`src/rtl/minitb.sv`:
```
// minitb: constants shared by the mini bus blocks.
// BusWidth: default data-bus width in bits.
package minitb;
    localparam int BusWidth = 8;
endpackage

```
`src/rtl/data_bus_arbiter.sv`:
```
// data_bus_arbiter: round-robin burst arbiter driving one registered valid/data bus.
// Ports: clk, rst_n (async, active low); req_valid_i/req_data_i/req_ready_o per requester;
//        bus_valid_o/bus_data_o/bus_owner_o registered bus side; idle_o when IDLE with no valid.
// Optional build macro DATA_BUS_ARB_STATS_EN adds grant_cnt_o (32-bit saturating beat
// counts per requester) and burst_cut_o (pulse after a burst is cut at MaxBurst).
module data_bus_arbiter #(
    parameter int NumReq   = 4,
    parameter int BusWidth = minitb::BusWidth,
    parameter int MaxBurst = 4
) (
    input  logic                         clk,
    input  logic                         rst_n,
    input  logic [NumReq-1:0]            req_valid_i,
    input  logic [NumReq*BusWidth-1:0]   req_data_i,
    output logic [NumReq-1:0]            req_ready_o,
    output logic                         bus_valid_o,
    output logic [BusWidth-1:0]          bus_data_o,
    output logic [$clog2(NumReq)-1:0]    bus_owner_o,
    output logic                         idle_o
`ifdef DATA_BUS_ARB_STATS_EN
    ,
    output logic [NumReq*32-1:0]         grant_cnt_o,
    output logic                         burst_cut_o
`endif
);

    localparam int OwnW = $clog2(NumReq);
    localparam int CntW = $clog2(MaxBurst + 1);

    localparam logic [CntW-1:0] CntMax = CntW'(MaxBurst);
    localparam logic [CntW-1:0] CntOne = CntW'(1);

    localparam logic [0:0] IDLE  = 1'b0;
    localparam logic [0:0] BURST = 1'b1;

    logic [0:0]          state_q;
    logic [0:0]          state_d;
    logic [OwnW-1:0]     owner_q;
    logic [OwnW-1:0]     owner_d;
    logic [OwnW-1:0]     rr_ptr_q;
    logic [OwnW-1:0]     rr_ptr_d;
    logic [CntW-1:0]     cnt_q;
    logic [CntW-1:0]     cnt_d;

    logic                win_vld;
    logic [OwnW-1:0]     win_idx;
    logic                hold;
    logic                gnt_vld;
    logic [OwnW-1:0]     gnt_idx;
    logic [BusWidth-1:0] gnt_data;

    // (p + k) mod NumReq, with p < NumReq and k < NumReq
    function automatic logic [OwnW-1:0] wrap_add(
        input logic [OwnW-1:0] p,
        input int              k
    );
        int s;
        s = int'(p) + k;
        if (s >= NumReq) begin
            s = s - NumReq;
        end
        return OwnW'(s);
    endfunction

    // First valid requester starting at rr_ptr and wrapping around
    always_comb begin
        win_vld = 1'b0;
        win_idx = '0;
        for (int k = 0; k < NumReq; k++) begin
            if (!win_vld && req_valid_i[wrap_add(rr_ptr_q, k)]) begin
                win_vld = 1'b1;
                win_idx = wrap_add(rr_ptr_q, k);
            end
        end
    end

    // Owner keeps the bus while it stays valid and has beats left
    assign hold = (state_q == BURST)
               && req_valid_i[owner_q]
               && (cnt_q < CntMax);

    always_comb begin
        state_d  = state_q;
        owner_d  = owner_q;
        rr_ptr_d = rr_ptr_q;
        cnt_d    = cnt_q;
        gnt_vld  = 1'b0;
        gnt_idx  = owner_q;
        unique case (1'b1)
            hold: begin
                gnt_vld = 1'b1;
                cnt_d   = cnt_q + CntOne;
                state_d = (cnt_d == CntMax) ? IDLE : BURST;
            end
            // Covers both IDLE and a dropped owner, so no bubble on hand-over
            (!hold && win_vld): begin
                gnt_vld  = 1'b1;
                gnt_idx  = win_idx;
                owner_d  = win_idx;
                cnt_d    = CntOne;
                rr_ptr_d = wrap_add(win_idx, 1);
                state_d  = (MaxBurst == 1) ? IDLE : BURST;
            end
            default: begin
                state_d = IDLE;
                cnt_d   = '0;
            end
        endcase
    end

    // Ready is one-hot on the grant; held low while reset is asserted
    always_comb begin
        req_ready_o = '0;
        if (gnt_vld && rst_n) begin
            req_ready_o[gnt_idx] = 1'b1;
        end
    end

    always_comb begin
        gnt_data = '0;
        for (int i = 0; i < NumReq; i++) begin
            if (gnt_idx == OwnW'(i)) begin
                gnt_data = req_data_i[i*BusWidth +: BusWidth];
            end
        end
    end

    assign idle_o = (state_q == IDLE) && !(|req_valid_i);

    always_ff @(posedge clk or negedge rst_n) begin
        if (!rst_n) begin
            state_q  <= IDLE;
            owner_q  <= '0;
            rr_ptr_q <= '0;
            cnt_q    <= '0;
        end else begin
            state_q  <= state_d;
            owner_q  <= owner_d;
            rr_ptr_q <= rr_ptr_d;
            cnt_q    <= cnt_d;
        end
    end

    // Bus register: data/owner hold their last value between beats
    always_ff @(posedge clk or negedge rst_n) begin
        if (!rst_n) begin
            bus_valid_o <= 1'b0;
            bus_data_o  <= '0;
            bus_owner_o <= '0;
        end else begin
            bus_valid_o <= gnt_vld;
            if (gnt_vld) begin
                bus_data_o  <= gnt_data;
                bus_owner_o <= gnt_idx;
            end
        end
    end

`ifdef DATA_BUS_ARB_STATS_EN
    logic [31:0] stat_q [NumReq];
    logic        cap_q;

    // cap_q: last cycle accepted the final beat allowed to owner_q
    always_ff @(posedge clk or negedge rst_n) begin
        if (!rst_n) begin
            for (int i = 0; i < NumReq; i++) begin
                stat_q[i] <= '0;
            end
            cap_q       <= 1'b0;
            burst_cut_o <= 1'b0;
        end else begin
            for (int i = 0; i < NumReq; i++) begin
                if (req_ready_o[i] && req_valid_i[i] && (stat_q[i] != '1)) begin
                    stat_q[i] <= stat_q[i] + 32'd1;
                end
            end
            cap_q       <= gnt_vld && (cnt_d == CntMax);
            burst_cut_o <= cap_q && req_valid_i[owner_q];
        end
    end

    for (genvar g = 0; g < NumReq; g++) begin : g_stat
        assign grant_cnt_o[g*32 +: 32] = stat_q[g];
    end
`endif

endmodule

```
`config.mk`:
```
export PLATFORM = sky130hd
export DESIGN_NAME = data_bus_arbiter
export DESIGN_NICKNAME = d
export VERILOG_FILES = /design/src/rtl/minitb.sv /design/src/rtl/data_bus_arbiter.sv
export SDC_FILE = /design/constraint.sdc
export NUM_CORES = 1
export LEC_CHECK = 0
export BUFFER_PORTS_ARGS = -buffer_cell sky130_fd_sc_hd__buf_2
export CAP_MARGIN = 20
export CORE_UTILIZATION = 49
export DETAILED_ROUTE_END_ITERATION = 7
export PLACE_DENSITY = 0.95
export SETUP_SLACK_MARGIN = 0.5
export SYNTH_ARGS = -nofsm -noshare
export SYNTH_HDL_FRONTEND = slang
export SYNTH_SLANG_ARGS = --single-unit
export TNS_END_PERCENT = 20
```
`constraint.sdc`:
```
create_clock -name clk -period 2.9 [get_ports clk]
set_input_delay 0.29 -clock clk [delete_from_list [all_inputs] [get_ports clk]]
set_output_delay 0.29 -clock clk [all_outputs]
set_load 0.01 [all_outputs]
```
==> results of run 1 <==
-- Yosys cell counts, types with 2 or more instances --
library cell | number | area [µm²]
clkbuf_1 | 2 | 7.51
nor2b_1 | 3 | 18.8
nand2b_1 | 3 | 18.8
mux2i_1 | 8 | 80.1
a211oi_1 | 2 | 15.0
nand2_1 | 2 | 7.51
nand4_1 | 2 | 12.5
inv_1 | 6 | 22.5
a21oi_1 | 10 | 50.1
a222oi_1 | 7 | 70.1
nor3_1 | 2 | 10.0
dfrtp_1 | 19 | 475
nor2_1 | 9 | 33.8
o21ai_1 | 9 | 45.0
mux2_2 | 2 | 22.5
ha_1 | 2 | 25.0
-- through the flow --
stage | area, µm² | util (%) | hold slack, ns | setup slack [ns] | total power [mW]
after floorplan | 1150 | - | -0.00559 | 0.714 | 1.17
after global placement | 1440 | 65.1 | 0.247 | 0.604 | 1.38
after detailed placement | 1440 | 65.1 | 0.262 | 0.564 | 1.41
after CTS | 1530 | 69.0 | 0.213 | 0.347 | 1.66
after global routing | 1660 | 75.2 | 0.215 | 0.362 | 2.04
final | 1660 | 75.2 | 0.210 | 0.466 | 1.91
-- kinds of logic (layout without fill, tap and decap cells) --
logic type | Yosys count | in the layout
muxes | 10 | 10
xor gates and xnor gates | 1 | 1
and+or+nand+nor | 31 | 31
AOI/OAI and AO/OA | 39 | 39
adders and majority gates | 2 | 2
buffers and inverters | 11 | 79
DFF | 19 | 19
-- worst reg2reg max path, stage by stage, from the launching register on --
cell,delay (ns)
dfrtp_2,0.45
or3b_4,0.44
o2bb2ai_4,0.18
buf_4,0.16
o31ai_4,0.08
buf_4,0.18
nor2b_4,0.12
or4_1,0.48
o21ai_1,0.13
-- sequential cells by signal, indices dropped and copies added (netlist names) --
| signal | count |
|---|---|
| bus_owner_o | 2 |
| owner_q | 2 |
| bus_data_o | 8 |
| rr_ptr_q | 2 |
| state_q | 1 |
| cnt_q | 3 |
| bus_valid_o | 1 |
-- metal layers --
metal  vias up  share of wire (%)  routed length [µm]  track usage, %
li1        570                  -                   -               -
met1       554                 41                1450            36.4
met2        76                 48                1690            45.3
met3         8                9.3                 327            4.24
met4         0                1.8                  64            11.1
met5         -                  0                   0               0
-- final timing paths --
check | startpoint | endpoint | cells past startpoint
hold reg to reg | cnt_q[0]$_DFF_PN0_ | cnt_q[0]$_DFF_PN0_ | 1
hold / removal | req_data_i[21] | bus_data_o[5]$_DFFE_PN0P_ | 3
min in group asynchronous | rst_n | rr_ptr_q[0]$_DFFE_PN0N_ | 2
setup reg to reg | owner_q[1]$_DFF_PN0_ | bus_data_o[0]$_DFFE_PN0P_ | 8
max in group asynchronous | rst_n | owner_q[0]$_DFF_PN0_ | 2
setup / recovery | owner_q[0]$_DFF_PN0_ | req_ready_o[0] | 8
-- repair_timing --
action | 4_1_cts | 5_1_grt
setup endpoints to repair | 4 | 4
pin swaps | 3 | 8
resized for setup | 4 | 13
hold endpoints to repair | 19 | 0
hold buffers | 1 | 0
buffers inserted | 4 | 9
-- final cells by class --
cell class | instances | area (µm²) | share of cell area [%]
inverters | 7 | 31.3 | 1.88
clock buffers | 4 | 26.3 | 1.58
repair buffers | 68 | 393 | 23.6
multi-input cells | 83 | 699 | 42.1
well taps | 28 | 35.0 | 2.11
flip-flops and latches | 19 | 478 | 28.7
-- report_power, final --
group          leakage [nW]  total [mW]  internal [mW]  switching, mW
Sequential            0.219       0.496          0.396          0.100
Clock                0.0150       0.140         0.0538         0.0863
Combinational         0.543        1.27          0.619          0.655
Total                 0.777        1.91           1.07          0.841
==> impl_metrics.json, run 1 <==
{
  "portBuffers": 53,
  "die_area_um2": 2550,
  "path_delay_family": "compound AO/OA/AOI/OAI gates",
  "dp_hpwl_mm": 2.19,
  "num_antenna_cells": 0,
  "postSynth.asyncResetShare_pct": 100,
  "grt_max_degree": 20,
  "ys_seq_area_share_pct": 41.3,
  "firstDrtPassIters": 4,
  "synth_cell_types": 41,
  "dpl.cell_count": 191,
  "period_share_pct": 83.9,
  "synth_seq_cells": 19,
  "cp_cell_sequence": "buf_12, mux2i_4, a2bb2oi_2, a21oi_2, a21oi_4, clkinv_4, nor3_4, buf_2",
  "period_needed_ns": 2.43,
  "slew_headroom_pct": 40.0,
  "drv_cap": 0,
  "clockBufferDepth": 2,
  "htree_levels": 1,
  "numCtsBuffers": 3,
  "power_density_nw_per_um2": 1150,
  "drt_first_iter_violations": 43,
  "synth_edf_count": 0,
  "crit_arrival_ns": 2.14,
  "gp_congestion": 0.821,
  "worst_skew_pair.late_latency_ns": 0.31,
  "fp.dieH_um": 50.5,
  "synthCells": 113,
  "cpMaxStageDelayCell": "dfrtp_2",
  "detail-route-antenna-nets": 0,
  "synth_top_family_by_area": "compound AO/OA/AOI/OAI gates",
  "cp_max_fo": 6,
  "peakVddDrop_v": 0.000801,
  "cp-start-kind": "register",
  "hold_class": "in -> reg",
  "max_freq_ghz": 0.411,
  "grt_antenna_before_repair": 0,
  "rsz0062_at_grt": "true",
  "drt_wl_total_mm": 3.53,
  "num-fill-cells": 158,
  "ys.flop_type": "dfrtp_1",
  "area_growth_pct": 44.3,
  "cts_tree": "built",
  "yosys.area_share.xor_xnor_pct": 0.760,
  "via_per_inst": 5.78,
  "syn_avg_cell_area_um2": 10.2,
  "num_vias": 1208,
  "die_width_um": 50.5,
  "drc_errors": 0,
  "status": "finished, final reports clean",
  "top_level_ports": 54,
  "reg2reg_setup_slack_ns": 0.60,
  "fin_cells": 209,
  "drv_slew": 0,
  "track_usage_pct": 27.6,
  "muxShareOfSynthArea_pct": 8.90,
  "clk_pin_slew_ns": 0.11,
  "cpPeakStageDelay_ns": 0.44,
  "drive_gt1_share_pct": 49.7,
  "grt.overflow.total": 0,
  "initial_utilization_pct": 52.1,
  "synth-simple-area-share_pct": 16.5,
  "grt_pass1_vias": 1152,
  "p_leak_nw": 0.777,
  "rows": 17,
  "end_kind": "output port",
  "synth_compound_area_share_pct": 26.4,
  "yosys_warnings": 0,
  "syn_nets": 153,
  "layout_commonest_cell": "buf_2",
  "path_buf_inv": 3,
  "grt_pass1_wl_mm": 5.18,
  "finClkSkew_ns": 0.00342,
  "clock-root-buffer": "clkbuf_4",
  "synth_fa_ha_area_share_pct": 2.17,
  "cp.required_ns": 2.61,
  "synth_area_um2": 1150,
  "hold_violations": 0,
  "nets": 222,
  "cts_num_sinks": 19,
  "crit_type": "reg -> out",
  "final_cell_mix": "buf_2 (53), dfrtp_1 (17), buf_4 (13)",
  "wl_per_cell_um": 16.9,
  "worst_pin_slew_ns": 0.898,
  "core_region_area_um2": 2210,
  "setup_viol": 0,
  "finalSetupTns_ns": 0
}
No activity file was read; power rests on OpenSTA's default activity.
==> run 2: changes to the inputs <==
ABC_AREA = 1   (was unset)
PLACE_DENSITY = 0.91   (was 0.95)
clock period = 2.4 ns   (was 2.9 ns; I/O delays follow)
==> run 2 against run 1 <==
Net effect: sequential share of layout area shrank 4.1 points; hold slack gained 0.043 ns; via count grew 45%; clock-buffer cell count shrank 1; final cell count grew 47%; die area grew 22%; combinational power grew 120%; critical endpoint is now req_ready_o[3]; non-clock buffer count grew 2; final area grew 16%; synthesized area grew 22%; setup slack lost 0.41 ns.
==> impl_metrics.json, run 2 <==
{
  "clk_pin_slew_ns": 0.12,
  "crit_type": "reg -> out",
  "period_needed_ns": 2.34,
  "worst_pin_slew_ns": 0.318,
  "die_area_um2": 3100,
  "power_density_nw_per_um2": 1890,
  "synth_top_family_by_area": "simple AND/OR/NAND/NOR gates",
  "syn_nets": 248,
  "dp_hpwl_mm": 2.68,
  "ys_seq_area_share_pct": 33.7,
  "largest_register_ffs": 8,
  "cpMaxStageDelayCell": "dfrtp_2",
  "initial_utilization_pct": 51.6,
  "dpl.cell_count": 289,
  "drc_errors": 0,
  "synth-simple-area-share_pct": 50.7,
  "worst_slack_ns": 0.0554,
  "area_growth_pct": 36.9,
  "synthCells": 208,
  "layout_commonest_cell": "nand2_1",
  "portBuffers": 53,
  "period_share_pct": 97.7,
  "core_region_area_um2": 2730,
  "top_level_ports": 54,
  "synth_area_um2": 1410,
  "htree_levels": 1,
  "yosys_warnings": 0,
  "grt_pass1_wl_mm": 6.65,
  "synth_edf_count": 0,
  "grt_max_degree": 20,
  "die_width_um": 55.7,
  "cp.required_ns": 2.16,
  "critPathMostFrequentCell": "nand2_1",
  "gp_congestion": 0.917,
  "end_kind": "output port",
  "design_area_um2": 1930,
  "setup_viol": 0,
  "yosys.area.top_type_share_pct": 33.7,
  "top_regs": "bus_data_o x8, cnt_q x3",
  "grt.overflow.total": 0,
  "wl_per_cell_um": 14.7,
  "fp.dieH_um": 55.7,
  "grt_antenna_before_repair": 0,
  "cp-start-kind": "register",
  "drt_first_iter_violations": 107,
  "grt_pass1_vias": 1603,
  "fin_util_pct": 70.7,
  "ys.flop_type": "dfrtp_1",
  "yosysMostFrequentCell": "nand2_1",
  "hold-worst-slack_ns": 0.253,
  "cts_num_sinks": 19,
  "status": "finished, final reports clean",
  "p_leak_nw": 1.08,
  "netlist_top_cells_area": "dfrtp_1 (34%), nand2_1 (20%), nand3_1 (9.2%)",
  "max_freq_ghz": 0.427,
  "synth_seq_cells": 19,
  "final_cell_mix": "nand2_1 (65), buf_2 (53), nor2_1 (29)",
  "cts_tree": "built",
  "synthTopCellsByCount": "nand2_1 (74), nor2_1 (29), nand3_1 (26)",
  "synth_fa_ha_area_share_pct": 1.77,
  "clockBufferDepth": 2,
  "via_per_inst": 5.69,
  "postPlaceCellArea_um2": 1660,
  "syn_avg_cell_area_um2": 6.79,
  "slew_headroom_pct": 78.7,
  "worst_skew_pair.late_latency_ns": 0.31,
  "postSynth.asyncResetShare_pct": 100,
  "track_usage_pct": 26.8,
  "hold_class": "in -> reg",
  "yosys.area_share.xor_xnor_pct": 0,
  "clock-root-buffer": "clkbuf_4",
  "peakVddDrop_v": 0.00142,
  "cpPeakStageDelay_ns": 0.50,
  "nets": 318,
  "top_register": "bus_data_o",
  "rsz0062_at_grt": "true",
  "hold_violations": 0,
  "cp_cell_sequence": "buf_6, nand2_1, nand2_2, nand2_1, nand2_1, nand4_1, nand3_2, nand2_2, nand2_4, nand2_4, nor2_1, buf_2",
  "drive_gt1_share_pct": 41.9,
  "cp_max_fo": 7,
  "numCtsBuffers": 3,
  "crit_arrival_ns": 2.10,
  "drv_slew": 0,
  "firstDrtPassIters": 5,
  "drt_wl_total_mm": 4.54,
  "rows": 19,
  "synth_cell_types": 23,
  "fin_cells": 308,
  "detail-route-antenna-nets": 0,
  "finClkSkew_ns": 0.00163,
  "drv_cap": 0,
  "post-place-ws_ns": 0.245,
  "num_antenna_cells": 0,
  "yosysTopAreaCell": "dfrtp_1",
  "muxShareOfSynthArea_pct": 0,
  "num_vias": 1752,
  "synth_compound_area_share_pct": 3.81
}
run 2: changes by cell type after synthesis, moves of 7 or more:
cell	delta
nor2_1	+20
nand3_1	+26
a21oi_1	-9
a222oi_1	-7
mux2i_1	-8
nand2_1	+72
o21ai_1	-8
nand3_2	+8
run 2: worst paths after layout:
kind	from	to	slack [ns]	depth (start not counted)
setup / recovery	rr_ptr_q[0]$_DFFE_PN0N_	req_ready_o[3]	0.06	12
max in group asynchronous	rst_n	rr_ptr_q[0]$_DFFE_PN0N_	1.71	3
setup reg to reg	rr_ptr_q[0]$_DFFE_PN0N_	bus_data_o[3]$_DFFE_PN0P_	0.12	15
hold / removal	req_data_i[6]	bus_data_o[6]$_DFFE_PN0P_	0.25	5
min in group asynchronous	rst_n	bus_data_o[6]$_DFFE_PN0P_	0.47	3
hold reg to reg	cnt_q[0]$_DFF_PN0_	cnt_q[0]$_DFF_PN0_	0.48	1
run 2: through the flow:
stage	power (mW)	TNS, ns
floorplan	2.38	0
global placement	2.57	0
detailed placement	2.62	0
CTS	3.22	0
global route	3.94	-0.318
finish	3.65	0
run 2: repair_timing:
item,4_1_cts,5_1_grt
setup endpoints to repair,13,14
gates resized for setup,13,18
endpoints found under the hold margin,19,0
cloned,1,1
hold buffers,1,0
setup buffers,10,2
pin swaps,7,7
run 2: cell families (layout without fill, tap and decap cells):
group / after synthesis / after routing
AND/OR/NAND/NOR: 155 / 156
buffers and inverters: 22 / 90
flip-flops: 19 / 19
AO/OA/AOI/OAI: 10 / 10
adder cells (fa/ha/maj): 2 / 2
run 2: worst max-delay path, delay by kind of cell, from the launching register on:
family,cells,cell delay [ns]
simple gates,10,1.01
flops,1,0.50
buf+inv,2,0.28
run 2: cell type report:
class	instances	area, µm²
Clock buffer	3	22.5
Clock inverter	1	5.00
Fill cell	200	802
Inverter	15	58.8
Multi-Input combinational cell	168	920
Sequential cell	19	477
Tap cell	31	38.8
Timing Repair Buffer	70	403
Timing Repair inverter	1	7.51
run 2: metal layers:
metal / GRT usage [%] / up-vias / routed length, µm
li1: - / 803 / -
met5: 0 / - / 0
met1: 31.4 / 795 / 1700
met2: 48.5 / 121 / 2280
met3: 4.19 / 33 / 332
met4: 11.1 / 0 / 225
run 2: report_power, final:
group          internal [mW]  switching, mW
clock network         0.0622          0.114
registers              0.496          0.121
logic                   1.07           1.79
total                   1.62           2.02
